==> src/rtl/wbc_arbiter_wdog_pkg.sv <==
// Shared types and constants for the WISHBONE control-bus
// round-robin arbiter and its bus watchdog.
package wbc_arbiter_wdog_pkg;

  localparam int N_MST = 4;
  localparam int IDX_W = 2;

  typedef logic [IDX_W-1:0] idx_t;
  typedef logic [N_MST-1:0] vec_t;

  typedef enum logic [1:0] {
    ARB_IDLE = 2'd0,
    ARB_BUSY = 2'd1,
    ARB_TERM = 2'd2
  } arb_state_e;

  localparam idx_t PCIC  = 2'd0;
  localparam idx_t TURFC = 2'd1;
  localparam idx_t HKMC  = 2'd2;
  localparam idx_t WBVIO = 2'd3;

  function automatic vec_t onehot(idx_t i);
    vec_t v;
    v    = '0;
    v[i] = 1'b1;
    return v;
  endfunction

endpackage

==> src/rtl/wbc_arbiter_wdog_if.sv <==
// Bundle of master requests, muxed slave terminations and
// arbiter/watchdog status for the control-bus arbiter.
interface wbc_arbiter_wdog_if
  import wbc_arbiter_wdog_pkg::*;
#(
  parameter int CNT_W = 16
);

  vec_t             cyc_i;
  vec_t             stb_i;
  logic             ack_i;
  logic             err_i;
  logic             rty_i;
  logic             wdog_en_i;
  logic             cnt_clr_i;
  vec_t             gnt_o;
  logic             tmo_err_o;
  logic [CNT_W-1:0] tmo_cnt_o;
  idx_t             tmo_last_o;
  logic             busy_o;

  modport master (
    output cyc_i, stb_i,
    output ack_i, err_i, rty_i,
    output wdog_en_i, cnt_clr_i,
    input  gnt_o, tmo_err_o,
    input  tmo_cnt_o, tmo_last_o,
    input  busy_o
  );

  modport slave (
    input  cyc_i, stb_i,
    input  ack_i, err_i, rty_i,
    input  wdog_en_i, cnt_clr_i,
    output gnt_o, tmo_err_o,
    output tmo_cnt_o, tmo_last_o,
    output busy_o
  );

endinterface

==> src/rtl/wbc_rr_pick.sv <==
// Combinational round-robin picker: first set request
// searching last+1, last+2, ... modulo the master count.
module wbc_rr_pick
  import wbc_arbiter_wdog_pkg::*;
(
  input  vec_t req,
  input  idx_t last,
  output idx_t pick,
  output logic valid
);

  idx_t cand;

  // Walk from lowest to highest priority so the nearest hit wins.
  always_comb begin
    pick  = last;
    valid = 1'b0;
    cand  = last;
    for (int i = N_MST; i >= 1; i--) begin
      cand = last + idx_t'(i);
      if (req[cand]) begin
        pick  = cand;
        valid = 1'b1;
      end
    end
  end

endmodule

==> src/rtl/wbc_arbiter_wdog.sv <==
// Four-master round-robin grant controller with a stalled-strobe
// watchdog that injects a one-cycle error and counts events.
module wbc_arbiter_wdog
  import wbc_arbiter_wdog_pkg::*;
#(
  parameter int NMASTERS = 4,
  parameter int TIMEOUT  = 1024,
  parameter int CNT_W    = 16
) (
  input logic               clk_i,
  input logic               rst_i,
  wbc_arbiter_wdog_if.slave bus
);

  localparam logic [15:0] WLIM = 16'(TIMEOUT - 1);

  arb_state_e          state_q;
  arb_state_e          state_d;
  idx_t                last_q;
  idx_t                last_d;
  logic [NMASTERS-1:0] gnt_q;
  logic [NMASTERS-1:0] gnt_d;
  logic [15:0]         wcnt_q;
  logic [15:0]         wcnt_d;
  logic                terr_q;
  logic [CNT_W-1:0]    tcnt_q;
  idx_t                tlast_q;

  idx_t pick;
  logic pick_v;
  logic own_cyc;
  logic term;
  logic stall;
  logic hit;

  wbc_rr_pick u_pick (
    .req  (bus.cyc_i),
    .last (last_q),
    .pick (pick),
    .valid(pick_v)
  );

  // last_q is also the granted index while BUSY/TERM.
  assign own_cyc = bus.cyc_i[last_q];
  assign term    = bus.ack_i | bus.err_i | bus.rty_i;
  assign stall   = bus.wdog_en_i
                 & bus.stb_i[last_q]
                 & ~term;
  assign hit     = stall & (wcnt_q == WLIM);

  // State, grant, pointer and watchdog counter registers.
  always_ff @(posedge clk_i or posedge rst_i) begin
    if (rst_i) begin
      state_q <= ARB_IDLE;
      last_q  <= WBVIO;
      gnt_q   <= '0;
      wcnt_q  <= '0;
      terr_q  <= 1'b0;
    end else begin
      state_q <= state_d;
      last_q  <= last_d;
      gnt_q   <= gnt_d;
      wcnt_q  <= wcnt_d;
      terr_q  <= (state_d == ARB_TERM);
    end
  end

  // Next-state: grant on arbitration, release on cyc drop,
  // enter TERM when the stall count reaches the limit.
  always_comb begin
    state_d = state_q;
    last_d  = last_q;
    gnt_d   = gnt_q;
    wcnt_d  = '0;
    unique case (state_q)
      ARB_IDLE: begin
        if (pick_v) begin
          state_d = ARB_BUSY;
          last_d  = pick;
          gnt_d   = onehot(pick);
        end
      end
      ARB_BUSY: begin
        if (!own_cyc) begin
          state_d = ARB_IDLE;
          gnt_d   = '0;
        end else if (hit) begin
          state_d = ARB_TERM;
        end else if (stall) begin
          wcnt_d = wcnt_q + 16'd1;
        end
      end
      ARB_TERM: begin
        state_d = ARB_BUSY;
      end
      default: begin
        state_d = ARB_IDLE;
        gnt_d   = '0;
      end
    endcase
  end

  // Event counter and last-offender capture; clear beats TERM.
  always_ff @(posedge clk_i or posedge rst_i) begin
    if (rst_i) begin
      tcnt_q  <= '0;
      tlast_q <= '0;
    end else begin
      if (bus.cnt_clr_i) begin
        tcnt_q <= '0;
      end else if (state_q == ARB_TERM
                   && tcnt_q != '1) begin
        tcnt_q <= tcnt_q + 1'b1;
      end
      if (state_q == ARB_TERM) begin
        tlast_q <= last_q;
      end
    end
  end

  // Drive the status outputs from registered state.
  always_comb begin
    bus.gnt_o      = gnt_q;
    bus.tmo_err_o  = terr_q;
    bus.tmo_cnt_o  = tcnt_q;
    bus.tmo_last_o = tlast_q;
    bus.busy_o     = (state_q != ARB_IDLE);
  end

endmodule

==> src/flat_wrapper.sv <==
// flat-port wrapper written by rule: the top's interface ports become plain ports
module wbc_arbiter_wdog_flat import wbc_arbiter_wdog_pkg::*;
#(
  parameter int NMASTERS = 4,
  parameter int TIMEOUT  = 1024,
  parameter int CNT_W    = 16
)
  (clk_i, rst_i, bus_cyc_i, bus_stb_i, bus_ack_i, bus_err_i, bus_rty_i, bus_wdog_en_i, bus_cnt_clr_i, bus_gnt_o, bus_tmo_err_o, bus_tmo_cnt_o, bus_tmo_last_o, bus_busy_o);
  wbc_arbiter_wdog_if #(.CNT_W(CNT_W)) bus_i ();
  input logic clk_i;
  input logic rst_i;
  input wire logic [$bits(bus_i.cyc_i)-1:0] bus_cyc_i;
  input wire logic [$bits(bus_i.stb_i)-1:0] bus_stb_i;
  input wire logic [$bits(bus_i.ack_i)-1:0] bus_ack_i;
  input wire logic [$bits(bus_i.err_i)-1:0] bus_err_i;
  input wire logic [$bits(bus_i.rty_i)-1:0] bus_rty_i;
  input wire logic [$bits(bus_i.wdog_en_i)-1:0] bus_wdog_en_i;
  input wire logic [$bits(bus_i.cnt_clr_i)-1:0] bus_cnt_clr_i;
  output wire logic [$bits(bus_i.gnt_o)-1:0] bus_gnt_o;
  output wire logic [$bits(bus_i.tmo_err_o)-1:0] bus_tmo_err_o;
  output wire logic [$bits(bus_i.tmo_cnt_o)-1:0] bus_tmo_cnt_o;
  output wire logic [$bits(bus_i.tmo_last_o)-1:0] bus_tmo_last_o;
  output wire logic [$bits(bus_i.busy_o)-1:0] bus_busy_o;
  assign bus_i.cyc_i = bus_cyc_i;
  assign bus_i.stb_i = bus_stb_i;
  assign bus_i.ack_i = bus_ack_i;
  assign bus_i.err_i = bus_err_i;
  assign bus_i.rty_i = bus_rty_i;
  assign bus_i.wdog_en_i = bus_wdog_en_i;
  assign bus_i.cnt_clr_i = bus_cnt_clr_i;
  assign bus_gnt_o = bus_i.gnt_o;
  assign bus_tmo_err_o = bus_i.tmo_err_o;
  assign bus_tmo_cnt_o = bus_i.tmo_cnt_o;
  assign bus_tmo_last_o = bus_i.tmo_last_o;
  assign bus_busy_o = bus_i.busy_o;
  wbc_arbiter_wdog #(.NMASTERS(NMASTERS), .TIMEOUT(TIMEOUT), .CNT_W(CNT_W)) u_core (.clk_i(clk_i), .rst_i(rst_i), .bus(bus_i));
endmodule
==> config.mk <==
export PLATFORM = sky130hd
export DESIGN_NAME = wbc_arbiter_wdog_flat
export DESIGN_NICKNAME = d
export VERILOG_FILES = /design/src/rtl/wbc_arbiter_wdog_pkg.sv /design/src/rtl/wbc_arbiter_wdog_if.sv /design/src/rtl/wbc_rr_pick.sv /design/src/rtl/wbc_arbiter_wdog.sv /design/src/flat_wrapper.sv
export SDC_FILE = /design/constraint.sdc
export NUM_CORES = 1
export LEC_CHECK = 0
export BUFFER_PORTS_ARGS = -buffer_cell sky130_fd_sc_hd__buf_4
export CAP_MARGIN = 20
export CORE_MARGIN = 4
export CORE_UTILIZATION = 55
export CTS_BUF_LIST = sky130_fd_sc_hd__clkbuf_8
export DETAILED_ROUTE_END_ITERATION = 10
export PLACE_DENSITY = 0.88
export SYNTH_ARGS = -nofsm -noshare
export SYNTH_HDL_FRONTEND = slang
export SYNTH_SLANG_ARGS = --single-unit
==> constraint.sdc <==
create_clock -name clk_i -period 3.28 [get_ports clk_i]
set_clock_uncertainty 0.15 [all_clocks]
set_input_delay 0.164 -clock clk_i [delete_from_list [all_inputs] [get_ports clk_i]]
set_output_delay 0.164 -clock clk_i [all_outputs]
set_load 0.02 [all_outputs]
=== Yosys cells after proc, flatten, opt, wreduce, memory -nomap -nowiden ===
Cells that the tools add are included.
W data, S select, Z words.

* Add/subtract/negate cells: 5
* $mul: 0
* Div/mod/pow operators: 0
* Magnitude comparators: 6
* Eq/ne operators: 7
* Shifts and indexed selects: 0
* Mux-type cells: 32
* Bitwise gates (word level): 7
* Reductions and logical operators: 7

{| class="wikitable"
|+ Operators with widths
! operator !! number
|-
| $mux W16 || 6
|-
| $add A16 B1 Y16 const B || 2
|-
| $eq A16 B10 Y1 const B || 1
|-
| $ne A16 B16 Y1 const B || 1
|-
| $lt A2 B3 Y1 const B || 5
|-
| $mux W2 || 6
|-
| $pmux W4 S3 || 1
|-
| $bmux W1 S2 || 5
|-
| $mux W1 || 10
|-
| $mux W4 || 2
|-
| $pmux W2 S3 || 1
|-
| $add A2 B2 Y2 const B || 2
|-
| $eq A2 B2 Y1 const B || 2
|-
| $reduce_bool A2 Y1 || 2
|-
| $and A1 B1 Y1 || 3
|-
| $reduce_and A3 Y1 || 1
|-
| $add A2 B1 Y2 const B || 1
|-
| $demux W1 S2 || 1
|-
| $eq A2 B1 Y1 const B || 1
|-
| $ge A2 B1 Y1 const B || 1
|-
| $logic_and A1 B1 Y1 || 2
|-
| $logic_not A2 Y1 || 1
|-
| $ne A2 B1 Y1 const B || 1
|-
| $ne A2 B2 Y1 const B || 1
|-
| 3 further kinds || 5
|}

* Register bits: 43
* Bits in latches: 0
* RAM bits: 0
* ROM bits: 0
* Input port bits: 15
* Output and inout bits: 24
* Logic and storage cells: 71
* Memories: 0

=== Logic depth before layout (Yosys ltp) ===
Gate-level depths: netlist (run 1).

* Depth after elaboration: 12
* Gate-level depth with buffers: 6
* Mapped depth without buffers: 5

=== Hierarchy ===
From an unflattened synthesis (run 1), not the netlist that was laid out.

* Cell total of the unflattened synthesis: 238
* Area, all modules: 2296.0 um^2

{| class="wikitable"
|+ By module, submodules not included
! module !! times used !! cells an instance !! area an instance (um^2) !! seq. area each (um^2)
|-
| wbc_arbiter_wdog || 1 || 224 || 2213.4 || 1078.5
|-
| wbc_rr_pick || 1 || 14 || 82.6 || 0.0
|}

=== Least setup slack after synthesis (run 1) ===
Ideal clock, no wire load.

* Path kind: register -> register
* From: register u_core.wcnt_q[13]
* To: register u_core.wcnt_q[10]
* Setup time: 0.119 ns
* Data arrival time: 1.689 ns
* Required time: 3.011 ns
* Path slack: 1.322 ns
* Stages on the path, launching flop included: 6
* Path buffers: 1
* Clock period less this slack: 1.958 ns
* Cells stage by stage: dfrtp_1 or4_1 or4_4 nand2b_4 buf_8 nor2_1

* Cells in the longest elaborated chain, start to end: 5

{| class="wikitable"
|+ RTL lines
! item !! line !! RTL
|-
| start, declared || wbc_arbiter_wdog.sv:23 || <nowiki>logic [15:0] wcnt_q;</nowiki>
|-
| start signal, assigned || wbc_arbiter_wdog.sv:63 || <nowiki>wcnt_q <= wcnt_d;</nowiki>
|-
| $eq A16 B10 Y1 || wbc_arbiter_wdog.sv:49 || <nowiki>assign hit = stall & (wcnt_q == WLIM);</nowiki>
|-
| $and A1 B1 Y1 || wbc_arbiter_wdog.sv:49 ||
|-
| $mux W16 || wbc_arbiter_wdog.sv:87 || <nowiki>end else if (hit) begin</nowiki>
|-
| $mux W16 || wbc_arbiter_wdog.sv:84 || <nowiki>if (!own_cyc) begin</nowiki>
|-
| $mux W16 || wbc_arbiter_wdog.sv:75 || <nowiki>unique case (state_q)</nowiki>
|-
| named net u_core.wcnt_d[10] || wbc_arbiter_wdog.sv:24 || <nowiki>logic [15:0] wcnt_d;</nowiki>
|}

The timed path passes the listed nets, and every way through them passes these cells.
A chain may end at the register's enable or synchronous reset.

=== Worst setup path in the final report (run 1) ===
* From: register u_core.state_q[0]
* To: register u_core.tcnt_q[15] (netlist: u_core.bus.tmo_cnt_o[15])

* Cells in the longest elaborated chain, start to end: 3

{| class="wikitable"
|+ RTL lines
! item !! line !! RTL
|-
| start, declared || wbc_arbiter_wdog.sv:17 || <nowiki>arb_state_e state_q;</nowiki>
|-
| start signal, assigned || wbc_arbiter_wdog.sv:60 || <nowiki>state_q <= state_d;</nowiki>
|-
| $eq A2 B2 Y1 || wbc_arbiter_wdog.sv:111 || <nowiki>end else if (state_q == ARB_TERM</nowiki>
|-
| $logic_and A1 B1 Y1 || wbc_arbiter_wdog.sv:112 || <nowiki>&& tcnt_q != '1) begin</nowiki>
|-
| $reduce_bool A2 Y1 (no source line) || -- ||
|-
| end signal, assigned || wbc_arbiter_wdog.sv:113 || <nowiki>tcnt_q <= tcnt_q + 1'b1;</nowiki>
|-
| end, declared || wbc_arbiter_wdog.sv:26 || <nowiki>logic [CNT_W-1:0] tcnt_q;</nowiki>
|}

Every way passes these cells.

==> qor.csv, run 1 <==
metric,value,unit
fin_area,0.00272,sq mm
setup_ws,1150,ps
status,completed,
async_flop_share,1.00,
ys_top_cells_by_count,"nor2_1, dfrtp_1, nand2_1",
port_buffers,38,
cpMaxStageDelayCell,dfrtp_1,
synth_nets,257,
cts_buffer_depth,2,
tns,0,ps
drt-total-wl,4560,um
fin_nets,297,
viasPerCell,5.71,
max_freq,0.470,GHz
cp_data_required_time,3310,ps
h-tree-depth,2,
clk_pin_slew_worst_paths,80,ps
grt_pass1_wl,7730,um
dp_hpwl,3450,um
yosysUniqueCellTypes,42,
yosysWarnings,0,
synth_top_area_cell,dfrtp_1,
worst-slew-pin-transition,714,ps
rr_startpoint,u_core.state_q[0]$_DFF_PP0_,
slew_headroom,0.523,
crit_arrival,2150,ps
hp-class,in2reg,
syn_area,0.00231,sq mm
grt_overflow,0,
cts_setup_buffers,0,
finalHoldViolCount,0,
setup_violations,0,
drive_gt1_frac,0.231,
slew_viol_final,0,
drt_iter0_markers,116,
maxCapViolCount,0,
fin_total_pwr,1.24,mW
ys_seq_elements,43,
start_util,0.573,
synth-edff-count,0,
worstSetupStartpoint,u_core.state_q[0]$_DFF_PP0_,
cts_tree,built,
gp_congestion,0.778,
cts-root-buf,clkbuf_8,
die_area,0.00530,sq mm
syn-instance-count,240,
rsz0062_at_grt,false,
dp.cells,322,
num_vias,1890,
seq_area,0.00108,sq mm
placed_area,0.00263,sq mm
peakVddDrop,0.415,mV
avgSynthCellArea,9.62,sq um
ys_seq_area_frac,0.467,
multiInputGateArea,0.00115,sq mm
drc,0,
die_x,72.8,um
grt.total_usage,0.186,
final_antenna_net_count,0,
r2r_cells,4,
cts_sinks,43,
crit_type,reg2reg,
final_cells,331,
insertion_delay,290,ps
die_h,72.8,um
grt_max_degree,30,
crit_chain,"nor2b_1, nand4_1, nor4bb_1, mux2_2",
synth.most_common_cell,nor2_1,
regToRegSetupSlack,1150,ps
wire_per_inst,13.8,um
power_density,455,mW/mm^2
core,0.00403,sq mm
post_cts_resized,0,
insertedDiodeCount,0,
fillers,338,
critPathMaxStageDelay,430,ps
post-route-period-util,0.648,
worst_setup_path_end_kind,register,
holdBufCountCts,1,
grt_antenna_before_repair,0,
firstDrtPassIters,5,
timing.rr.end,u_core.bus.tmo_cnt_o[15]$_DFFE_PP0P_,
synth-main-ff-cell,dfrtp_1,
rows,23,
syn2layout_area_growth,17.6,%
start_kind,register,
whs,87.4,ps
critPathMaxFanout,8,
hp-start,bus_cnt_clr_i,
final_core_util,0.674,
fin_crit,2130,ps
yosys.area.top_type_share,0.444,
numCtsBuffers,5,
synthTopCellsByArea,"dfrtp_1, nor2_1, mux2_2",
io_pins,39,
leakagePower,1.17,nW
crit_path_end,u_core.bus.tmo_cnt_o[15]$_DFFE_PP0P_,
grt_pass1_vias,1779,
post-place-ws,1200,ps
==> cells by family (layout without fill, tap and decap cells) <==
| logic type | after synthesis | after routing | synth area share |
|---|---|---|---|
| xor gates and xnor gates | 13 | 13 | 0.0493 |
| AOI/OAI and AO/OA | 26 | 26 | 0.0775 |
| muxes | 16 | 16 | 0.0867 |
| and+or+nand+nor | 123 | 123 | 0.275 |
| DFF | 43 | 43 | 0.467 |
| buffers and inverters | 17 | 58 | 0.0336 |
| adders and majority gates | 2 | 2 | 0.0108 |
==> cell usage in the layout, fill, tap and decap left out, types with 6 or more instances in the layout <==
cell type,count
nand4_1,7
nor2_1,42
buf_4,39
inv_1,12
a21oi_1,7
xnor2_1,12
nand3_1,9
a211oi_1,6
nor4_1,6
mux2_2,12
dfrtp_1,41
nor2b_1,12
nand2_1,21
==> area by class of cell <==
class,count,share of cell area
Timing Repair Buffer,40,0.111
Tap cell,50,0.0230
Sequential cell,43,0.397
Multi-Input combinational cell,180,0.425
Clock inverter,3,0.00461
Clock buffer,5,0.0253
Inverter,10,0.0138
==> how the worst min path moves through the flow <==
stage / endpoint / slack [ps] / cells past startpoint
6_report: u_core.bus.tmo_cnt_o[10]$_DFFE_PP0P_ / 90 / 2
5_1_grt: u_core.bus.tmo_cnt_o[9]$_DFFE_PP0P_ / 100 / 2
4_1_cts: u_core.bus.tmo_cnt_o[10]$_DFFE_PP0P_ / 70 / 2
3_5_place_dp: u_core.bus.tmo_cnt_o[13]$_DFFE_PP0P_ / 180 / 2
3_3_place_gp: u_core.bus.tmo_cnt_o[11]$_DFFE_PP0P_ / 170 / 2
2_1_floorplan: u_core.bus.gnt_o[1]$_DFFE_PP0P_ / 260 / 2
==> layer usage <==
| layer | GRT usage | up-vias | routed length [um] |
|---|---|---|---|
| li1 | - | 924 | - |
| met1 | 0.230 | 910 | 1940 |
| met2 | 0.314 | 51 | 2290 |
| met3 | 0.0579 | 5 | 285 |
| met4 | 0.0533 | 0 | 47 |
| met5 | 0 | - | 0 |
==> power by group <==
part / leakage, nW / internal, mW / total (mW) / switching, mW
Sequential: 0.589 / 0.581 / 0.635 / 0.0541
Clock: 0.0505 / 0.143 / 0.311 / 0.168
Combinational: 0.529 / 0.136 / 0.289 / 0.153
==> flip-flops by register name (all words and copies together), names as in the netlist <==
register	cells
u_core.bus.gnt_o	4
u_core.bus.tmo_cnt_o	16
u_core.bus.tmo_err_o	1
u_core.bus.tmo_last_o	2
u_core.last_q	2
u_core.state_q	2
u_core.wcnt_q	16
==> critical path, delay by kind of cell, from the launching register on <==
kind / cells / cell delay (ps)
AND/OR/NAND/NOR: 3 / 1060
flip-flops: 1 / 430
multiplexers: 1 / 380
(Power assumes the default switching activity.)
==> inputs of run 2 (changes only) <==
Settings changed: CORE_UTILIZATION 55 to 52.
Clock period 3.28 ns to 1.75 ns, I/O delays scaled along.
==> qor.csv, run 2 (synthesis gave the netlist of run 1 again) <==
metric,value,unit
wire_per_inst,27.4,um
start_kind,register,
die_x,74.6,um
io_pins,39,
r2r_cells,4,
die_h,74.6,um
worstSetupStartpoint,u_core.last_q[0]$_DFFE_PP1P_,
drc,0,
drt-total-wl,10900,um
gp_congestion,0.847,
final_antenna_net_count,0,
seqPwrFrac,0.395,
crit_buf_inv,0,
insertedDiodeCount,0,
violations,setup timing,
layout_commonest_cell,buf_4,
regToRegSetupSlack,-350,ps
slew_viol_final,0,
cts_buffer_depth,2,
core,0.00414,sq mm
finalHoldViolCount,0,
p_int,2.06,mW
critPathMaxStageDelay,600,ps
hp-class,in2reg,
leakagePower,1.58,nW
worst-slew-pin-transition,688,ps
firstDrtPassIters,6,
final_core_util,0.889,
drt_iter0_markers,313,
grt_max_degree,30,
layout_common_cells,"buf_4, nor2_1, dfrtp_1, nand2_1, xnor2_1",
slew_headroom,0.535,
dp_hpwl,4290,um
drive_gt1_frac,0.522,
fin_total_pwr,3.02,mW
timing.rr.end,u_core.wcnt_q[2]$_DFF_PP0_,
p_sw,968,uW
numCtsBuffers,5,
insertion_delay,310,ps
p_sw_frac,0.320,
worst_setup_path_end_kind,register,
grt.total_usage,0.296,
status,"finished, violations left",
h-tree-depth,2,
cpMaxStageDelayCell,dfstp_2,
cts_sinks,43,
crit_chain,"mux4_2, nand4_1, nand2b_4, nor2_2",
crit_path_end,u_core.wcnt_q[2]$_DFF_PP0_,
port_buffers,38,
cts-root-buf,clkbuf_8,
clk_pin_slew_worst_paths,90,ps
cts_tree,built,
grt_antenna_before_repair,0,
rsz0062_at_grt,true,
setup_ws,-349,ps
tns,-8210,ps
crit_type,reg2reg,
grt_overflow,0,
start_util,0.557,
grt_pass1_wl,12400,um
critPathMaxFanout,8,
crit_family,simple AND/OR/NAND/NOR gates,
crit_arrival,2130,ps
power_density,821,mW/mm^2
num_vias,2830,
fin_nets,363,
fin_area,0.00368,sq mm
fin_crit,2100,ps
grt_pass1_vias,2500,
clockPowerShare,0.312,
viasPerCell,7.13,
rows,23,
post-route-period-util,1.20,
die_area,0.00557,sq mm
peakVddDrop,0.653,mV
syn2layout_area_growth,59.5,%
rr_startpoint,u_core.last_q[0]$_DFFE_PP1P_,
cp_num_cells,4,
cp_data_required_time,1780,ps
comb_power_share,0.293,
maxCapViolCount,0,
setup_violations,40,
placed_area,0.00309,sq mm
fillers,141,
max_freq,0.476,GHz
-- run 2: area by class of cell --
class / instances / area (sq um) / area share
inverters: 10 / 37.5 / 0.0102
multi-input cells: 181 / 1500 / 0.406
clock inverters: 3 / 63.8 / 0.0173
clock buffers: 5 / 68.8 / 0.0187
repair buffers: 105 / 865 / 0.235
well taps: 50 / 62.6 / 0.0170
flip-flops and latches: 43 / 1090 / 0.296
-- run 2: power groups by stage --
stage | logic, mW | registers (mW) | clock network (mW)
after floorplan | 0.404 | 1.19 | 0
final | 0.886 | 1.19 | 0.944
after CTS | 0.711 | 1.17 | 0.917
after global routing | 0.911 | 1.19 | 0.979
after detailed placement | 0.677 | 1.19 | 0
after global placement | 0.655 | 1.18 | 0
-- run 2: routing by layer --
layer / GRT usage / part of all wire / up-vias
li1: - / - / 1047
met1: 0.349 / 0.34 / 1346
met2: 0.510 / 0.46 / 329
met3: 0.0708 / 0.12 / 108
met4: 0.138 / 0.092 / 0
met5: 0 / 0 / -
-- run 2: worst min path at each step --
| stage | slack (ps) | end | startpoint | cells past startpoint |
|---|---|---|---|---|
| floorplan | 180 | u_core.bus.gnt_o[1]$_DFFE_PP0P_ | bus_cyc_i[3] | 2 |
| CTS | 3 | u_core.bus.tmo_cnt_o[9]$_DFFE_PP0P_ | bus_cnt_clr_i | 2 |
| global placement | -20 | u_core.bus.gnt_o[1]$_DFFE_PP0P_ | rst_i | 2 |
| finish | 30 | u_core.bus.tmo_cnt_o[9]$_DFFE_PP0P_ | bus_cnt_clr_i | 2 |
| detailed placement | -20 | u_core.bus.gnt_o[2]$_DFFE_PP0P_ | rst_i | 2 |
| global route | 20 | u_core.bus.tmo_cnt_o[9]$_DFFE_PP0P_ | bus_cnt_clr_i | 2 |
-- run 2: repair_timing --
action	CTS	global route
endpoints found under the setup margin	36	40
resized for setup	35	28
pin swaps	14	16
setup buffers	8	8
endpoints found under the hold margin	11	0
hold buffers	1	0
gates cloned	1	0
-- run 2: worst reg2reg max path: cells and delay by family (launching register included) --
family           cells  cell delay (ps)
flip-flops           1              600
multiplexers         1              560
AND/OR/NAND/NOR      3              670
-- run 2: stage by stage --
step	std cells	hold WS (ps)	worst slack [ps]
detailed placement	371	-16.8	-208
floorplan	240	179	-168
global route	397	24.8	-335
finish	397	30.8	-349
CTS	389	3.39	-193
global placement	371	-21.8	-125
